===== src/rtl/irq_ctrl.sv =====
// irq_ctrl: per-channel polarity normalise, synchronise, glitch filter, edge/level detect,
//           sticky pending with software set/clear, masked per-channel and summary outputs.
// Latency:  irq_in_i to status_o/pending_o = SYNC+FILT edges; intr_o/irq_any_o one edge later.
// Backpressure: none; pending bits hold events until software clears them.
//
// Ports:
//   clk, rst_n      clock, asynchronous active-low reset
//   irq_in_i        raw asynchronous interrupt pins
//   pol_i           1 = pin is active-low (change only while the channel is masked)
//   edge_i          1 = edge mode (inactive->active), 0 = level mode
//   mask_i          1 = channel forwarded to intr_o / irq_any_o
//   set_i, clr_i    single-cycle software set / write-1-to-clear of pending
//   status_o        filtered active level
//   pending_o       sticky pending flags
//   intr_o          registered pending & mask
//   irq_any_o       registered OR of pending & mask
module irq_ctrl #(
   parameter int NIRQ = 4,
   parameter int SYNC = 2,
   parameter int FILT = 3
) (
   input  logic            clk,
   input  logic            rst_n,
   input  logic [NIRQ-1:0] irq_in_i,
   input  logic [NIRQ-1:0] pol_i,
   input  logic [NIRQ-1:0] edge_i,
   input  logic [NIRQ-1:0] mask_i,
   input  logic [NIRQ-1:0] set_i,
   input  logic [NIRQ-1:0] clr_i,
   output logic [NIRQ-1:0] status_o,
   output logic [NIRQ-1:0] pending_o,
   output logic [NIRQ-1:0] intr_o,
   output logic            irq_any_o
);

   localparam int CW = $clog2(FILT + 1);
   localparam logic [CW-1:0] CNT_LAST = CW'(FILT - 1);
   localparam logic [CW-1:0] CNT_ONE  = CW'(1);

   logic [NIRQ-1:0] act;
   logic [NIRQ-1:0] sync_q [SYNC];
   logic [NIRQ-1:0] s;
   logic [CW-1:0]   cnt_q [NIRQ];
   logic [CW-1:0]   cnt_d [NIRQ];
   logic [NIRQ-1:0] status_q, status_d;
   logic [NIRQ-1:0] pending_q, pending_d;
   logic [NIRQ-1:0] evt;
   logic [NIRQ-1:0] intr_q;
   logic            irq_any_q;

   // Normalise before the first flop so that the reset value 0 means inactive.
   assign act = irq_in_i ^ pol_i;
   assign s   = sync_q[SYNC-1];

   always_ff @(posedge clk or negedge rst_n) begin
      if (!rst_n) begin
         for (int k = 0; k < SYNC; k++) begin
            sync_q[k] <= '0;
         end
      end else begin
         sync_q[0] <= act;
         for (int k = 1; k < SYNC; k++) begin
            sync_q[k] <= sync_q[k-1];
         end
      end
   end

   // Filter: the counter tracks consecutive samples where s disagrees with status;
   // the FILT-th disagreeing sample is accepted as the new level.
   always_comb begin
      status_d = status_q;
      for (int i = 0; i < NIRQ; i++) begin
         cnt_d[i] = cnt_q[i];
         if (s[i] == status_q[i]) begin
            cnt_d[i] = '0;
         end else if (cnt_q[i] == CNT_LAST) begin
            status_d[i] = s[i];
            cnt_d[i]    = '0;
         end else begin
            cnt_d[i] = cnt_q[i] + CNT_ONE;
         end
      end
   end

   // Events come from the value being loaded, so they land in pending on the
   // same edge that status changes. Event/set beat clr on a collision.
   always_comb begin
      evt       = (edge_i & status_d & ~status_q) | (~edge_i & status_d);
      pending_d = (pending_q & ~clr_i) | evt | set_i;
   end

   always_ff @(posedge clk or negedge rst_n) begin
      if (!rst_n) begin
         for (int i = 0; i < NIRQ; i++) begin
            cnt_q[i] <= '0;
         end
         status_q  <= '0;
         pending_q <= '0;
         intr_q    <= '0;
         irq_any_q <= 1'b0;
      end else begin
         for (int i = 0; i < NIRQ; i++) begin
            cnt_q[i] <= cnt_d[i];
         end
         status_q  <= status_d;
         pending_q <= pending_d;
         intr_q    <= pending_q & mask_i;
         irq_any_q <= |(pending_q & mask_i);
      end
   end

   assign status_o  = status_q;
   assign pending_o = pending_q;
   assign intr_o    = intr_q;
   assign irq_any_o = irq_any_q;

endmodule


===== config.mk =====
export PLATFORM = sky130hd
export DESIGN_NAME = irq_ctrl
export DESIGN_NICKNAME = d
export VERILOG_FILES = /design/src/rtl/irq_ctrl.sv
export SDC_FILE = /design/constraint.sdc
export NUM_CORES = 1
export LEC_CHECK = 0
export CAP_MARGIN = 25
export CORE_MARGIN = 2
export CORE_UTILIZATION = 45
export CTS_CLUSTER_DIAMETER = 150
export DETAILED_ROUTE_END_ITERATION = 10
export GPL_ROUTABILITY_DRIVEN = 1
export PLACE_DENSITY = 0.81
export SYNTH_ARGS = -nofsm -noshare
export SYNTH_HDL_FRONTEND = slang
export SYNTH_SLANG_ARGS = --single-unit
export TNS_END_PERCENT = 100

===== constraint.sdc =====
create_clock -name clk -period 3.7 [get_ports clk]
set_input_delay 0.74 -clock clk [delete_from_list [all_inputs] [get_ports clk]]
set_output_delay 0.74 -clock clk [all_outputs]
set_load 0.02 [all_outputs]

Word-level counts from Yosys, hierarchy flattened
Cells that the tools add are included.

cells by class
  reductions and logical operators = 1
  mux-type cells = 16
  bitwise operators = 12
  equality and inequality tests = 8
  add/subtract/negate cells = 4

operators with widths
  kind                                         number
  bitwise AND 4 bit                            5
  2-to-1 mux 2 bit                             8
  NOT 4 bit                                    3
  OR 4 bit                                     3
  adder 2 x 1 -> 2 bit, second input constant  4
  equality test 2 bit, second input constant   4
  2-to-1 mux 1 bit                             8
  equality test 1 bit                          4
  OR reduction 4 bit                           1
  bitwise XOR 4 bit                            1

word-level totals
  bits in registers = 29
  logic and storage cells = 51
  input bits = 26
  output and inout bits = 13

Depth between registers and ports, before layout
  depth in word-level cells = 8
  depth in mapped cells = 3
  gate-level depth less buffers = 3

Worst setup path before layout
Ideal clock, no wire load.

  kind = in2reg
  start = input port mask_i[2]
  end = register irq_any_q (netlist: irq_any_o)
  required time = 3.561 ns
  library setup time = 0.139 ns
  path slack = 2.206 ns
  arrival = 1.355 ns
  cell stages on the path = 2
  buffers on the path = 0
  cells stage by stage = and2_1 > or4_1

between the ends
  cells in the longest elaborated chain, start to end = 2

ends and longest elaborated chain
  element                 RTL line  RTL
  start: declaration      27        input logic [NIRQ-1:0] mask_i,
  bitwise AND 4 bit       108       irq_any_q <= |(pending_q & mask_i);
  OR reduction 4 bit      108
  end signal: assignment  108
  end: declaration        49        logic irq_any_q;

Every way passes these cells.

Worst setup path after layout
  start = register status_q[1] (netlist: status_o[1])
  end = output port status_o[1]

RTL lines
  element                   RTL line  RTL
  start: declaration        45        logic [NIRQ-1:0] status_q, status_d;
  start signal: assignment  105       status_q <= status_d;
  end: declaration          30        output logic [NIRQ-1:0] status_o,

No word-level cell between the ends.

==> out/qor.yml <==
timing:
  fmax_mhz: 481
  rsz0062_at_grt: "false"
  worst_pin_slew_ns: 0.345
  hold_viol: 0
  setup_tns_ns: 0
  slew_violations: 0
  fin_crit_ns: 2.08
  fin_crit_sh: 0.561
  setup-violations-final: 0
  finClkSkew_ns: 0.00547
  relSlewSlack: 0.770
clock_network:
  cts_hold_buf: 0
  cts_resized: 0
  path_clk_slew_ns: 0.08
  cts.sinks: 29
  cts_setup_buffers: 0
  root_buffer: "clkbuf_4"
  cts_tree: "done"
  cts_buffer_depth: 2
  cts_buffers: 5
  clk_latency_ns: 0.30
  htree_levels: 2
synthesis:
  syn_nets: 96
  yosys-mux-area-fraction: 0.0577
  synth_area_um2: 1040
  yosys_most_used_dff: "dfrtp_1"
  yosys.area_share.adder: 0
  ys_seq_elements: 29
  synthArstFlopShare: 1.00
  synth_top_family_by_area: "simple AND/OR/NAND/NOR gates"
  synth_xor_area_frac: 0.0673
  yosysMostFrequentCell: "dfrtp_1"
  synth-warning-count: 0
  yosys.area.top_type: "dfrtp_1"
  synth-simple-area-share: 0.125
  netlist_instances: 70
  synth_edf_count: 0
  synth_area_leaders: "dfrtp_1 (70%), mux2_4 (5.8%), a221o_1 (3.8%), xnor2_1 (3.4%), xor2_1 (3.4%)"
  yosysUniqueCellTypes: 13
  synth_area_per_cell_um2: 14.9
  synth_top_area_frac: 0.697
  ys_seq_area_frac: 0.697
  synth-compound-area-share: 0.0385
setup_path:
  path_depth: 1
  path_buf_inv: 1
  worstRegToRegCells: 3
  reg2reg_slack_ns: 2.43
  critical_path_class: "reg2out"
  cp-endpoint: "status_o[1]"
  critical-path-top-delay-family: "buffers and inverters"
  crit_path_cell_trace: "clkdlybuf4s50_1"
  cp_data_required_time_ns: 2.96
  end_kind: "output port"
  cp-start-kind: "flip-flop"
  r2r-start: "cnt_q[1]"
  rr_endpoint: "pending_o[3]"
  cp.arrival_ns: 1.34
  crit_path_top_delay_cell: "clkdlybuf4s50_1"
  max_stage_delay_ns: 0.63
  path_max_fanout: 4
  cp-startpoint: "status_o[1]"
power:
  p_per_area_nw_per_um2: 653
  ir_drop_mv: 0.387
  power_leakage_uw: 0.000660
floorplan:
  num_rows: 17
  die_x_um: 52.1
  top_level_ports: 39
  fp.dieH_um: 52.1
  design.core.area_um2: 2190
  initial_core_util: 0.475
  dieArea_um2: 2710
final_layout:
  final_layout_size_suffix_gt1_frac: 0.103
  diodes: 0
  syn_to_final_growth_pct: 45.9
  nets: 142
  fin_cells: 144
routing:
  antenna_left: 0
  drt_pass1_iterations: 3
  drtIter0Drc: 6
  totalWireLength_mm: 1.71
  vias: 688
  drc: 0
  viasPerCell: 4.78
  wire_per_inst_um: 11.8
grt:
  use_met2: 0.259
  met3_usage: 0.0575
  grt_max_degree: 30
  grt_use_total: 0.145
  grt_pass1_vias: 672
  grt_antenna_before_repair: 0
  grt_pass1_wl_mm: 2.77
  grt.busiest_layer: "met2"
  grt.overflow.total: 0
  use_met1: 0.151
placement:
  gp_congestion: 0.670
  io_buffers: 38
  placedCellCount: 137
  post-dp-hpwl_mm: 1.37
min_path:
  hp-class: "reg2reg"
  min_path_cells: 0
job:
  cap_viol_max_count: 0
status:
  status: "complete, no violations"
## registers in the layout, indices dropped and copies added (netlist names)
signal     cells
cnt_q          8
irq_any_o      1
status_o       4
sync_q         4
pending_o      4
s              4
intr_o         4
## metrics by stage
| step | setup WS (ns) | power [µW] | instance area, µm² | util | hold WS (ns) |
|---|---|---|---|---|---|
| 3_5_place_dp | 1.76 | 822 | 1460 | 0.668 | 0.342 |
| 2_1_floorplan | 2.21 | 668 | 1040 | - | 0.331 |
| 4_1_cts | 1.60 | 1000 | 1520 | 0.693 | 0.365 |
| 6_report | 1.62 | 991 | 1520 | 0.693 | 0.361 |
| 3_3_place_gp | 1.78 | 809 | 1460 | 0.668 | 0.333 |
| 5_1_grt | 1.55 | 1060 | 1520 | 0.693 | 0.374 |
## layout by cell type (no fill, tap or decap), drive strengths merged
| master | n |
|---|---|
| a221o | 4 |
| and2 | 4 |
| buf | 1 |
| clkbuf | 7 |
| clkdlybuf4s50 | 38 |
| dfrtp | 29 |
| inv | 4 |
| mux2 | 4 |
| nand2 | 4 |
| nand2b | 1 |
| nor2b | 3 |
| nor3 | 4 |
| nor3b | 4 |
| or4 | 1 |
| xnor2 | 4 |
| xor2 | 4 |
## routing by layer
layer  part of all wire  vias up
met5                  0        -
met4                  0        0
met3              0.073        0
met2               0.56       23
met1               0.37      335
li1                   -      330
## logic make-up (layout without fill, tap and decap cells)
logic type,Yosys count,in the layout
buffers and inverters,4,50
multiplexers,4,4
flip-flops,29,29
AO/OA/AOI/OAI,4,4
XOR/XNOR,8,8
AND/OR/NAND/NOR,21,21
## layout make-up
class / instances / area (µm²)
Fill cell: 162 / 672
Sequential cell: 29 / 726
Multi-Input combinational cell: 37 / 300
Timing Repair Buffer: 39 / 388
Clock buffer: 7 / 55.1
Inverter: 4 / 15.0
Tap cell: 28 / 35.0
## how the worst min path moves through the flow
stage                    from   end  slack (ns)
finish              sync_q[7]  s[3]        0.36
global route        sync_q[7]  s[3]        0.37
CTS                 sync_q[7]  s[3]        0.36
detailed placement  sync_q[5]  s[1]        0.34
global placement    sync_q[7]  s[3]        0.33
floorplan           sync_q[4]  s[0]        0.33
## power breakdown
| part | switching [µW] | internal [µW] | total [µW] |
|---|---|---|---|
| combinational | 136 | 199 | 334 |
| clock | 91.9 | 89.5 | 181 |
| sequential | 70.1 | 406 | 476 |
| total | 298 | 694 | 991 |
(Power assumes the default switching activity.)
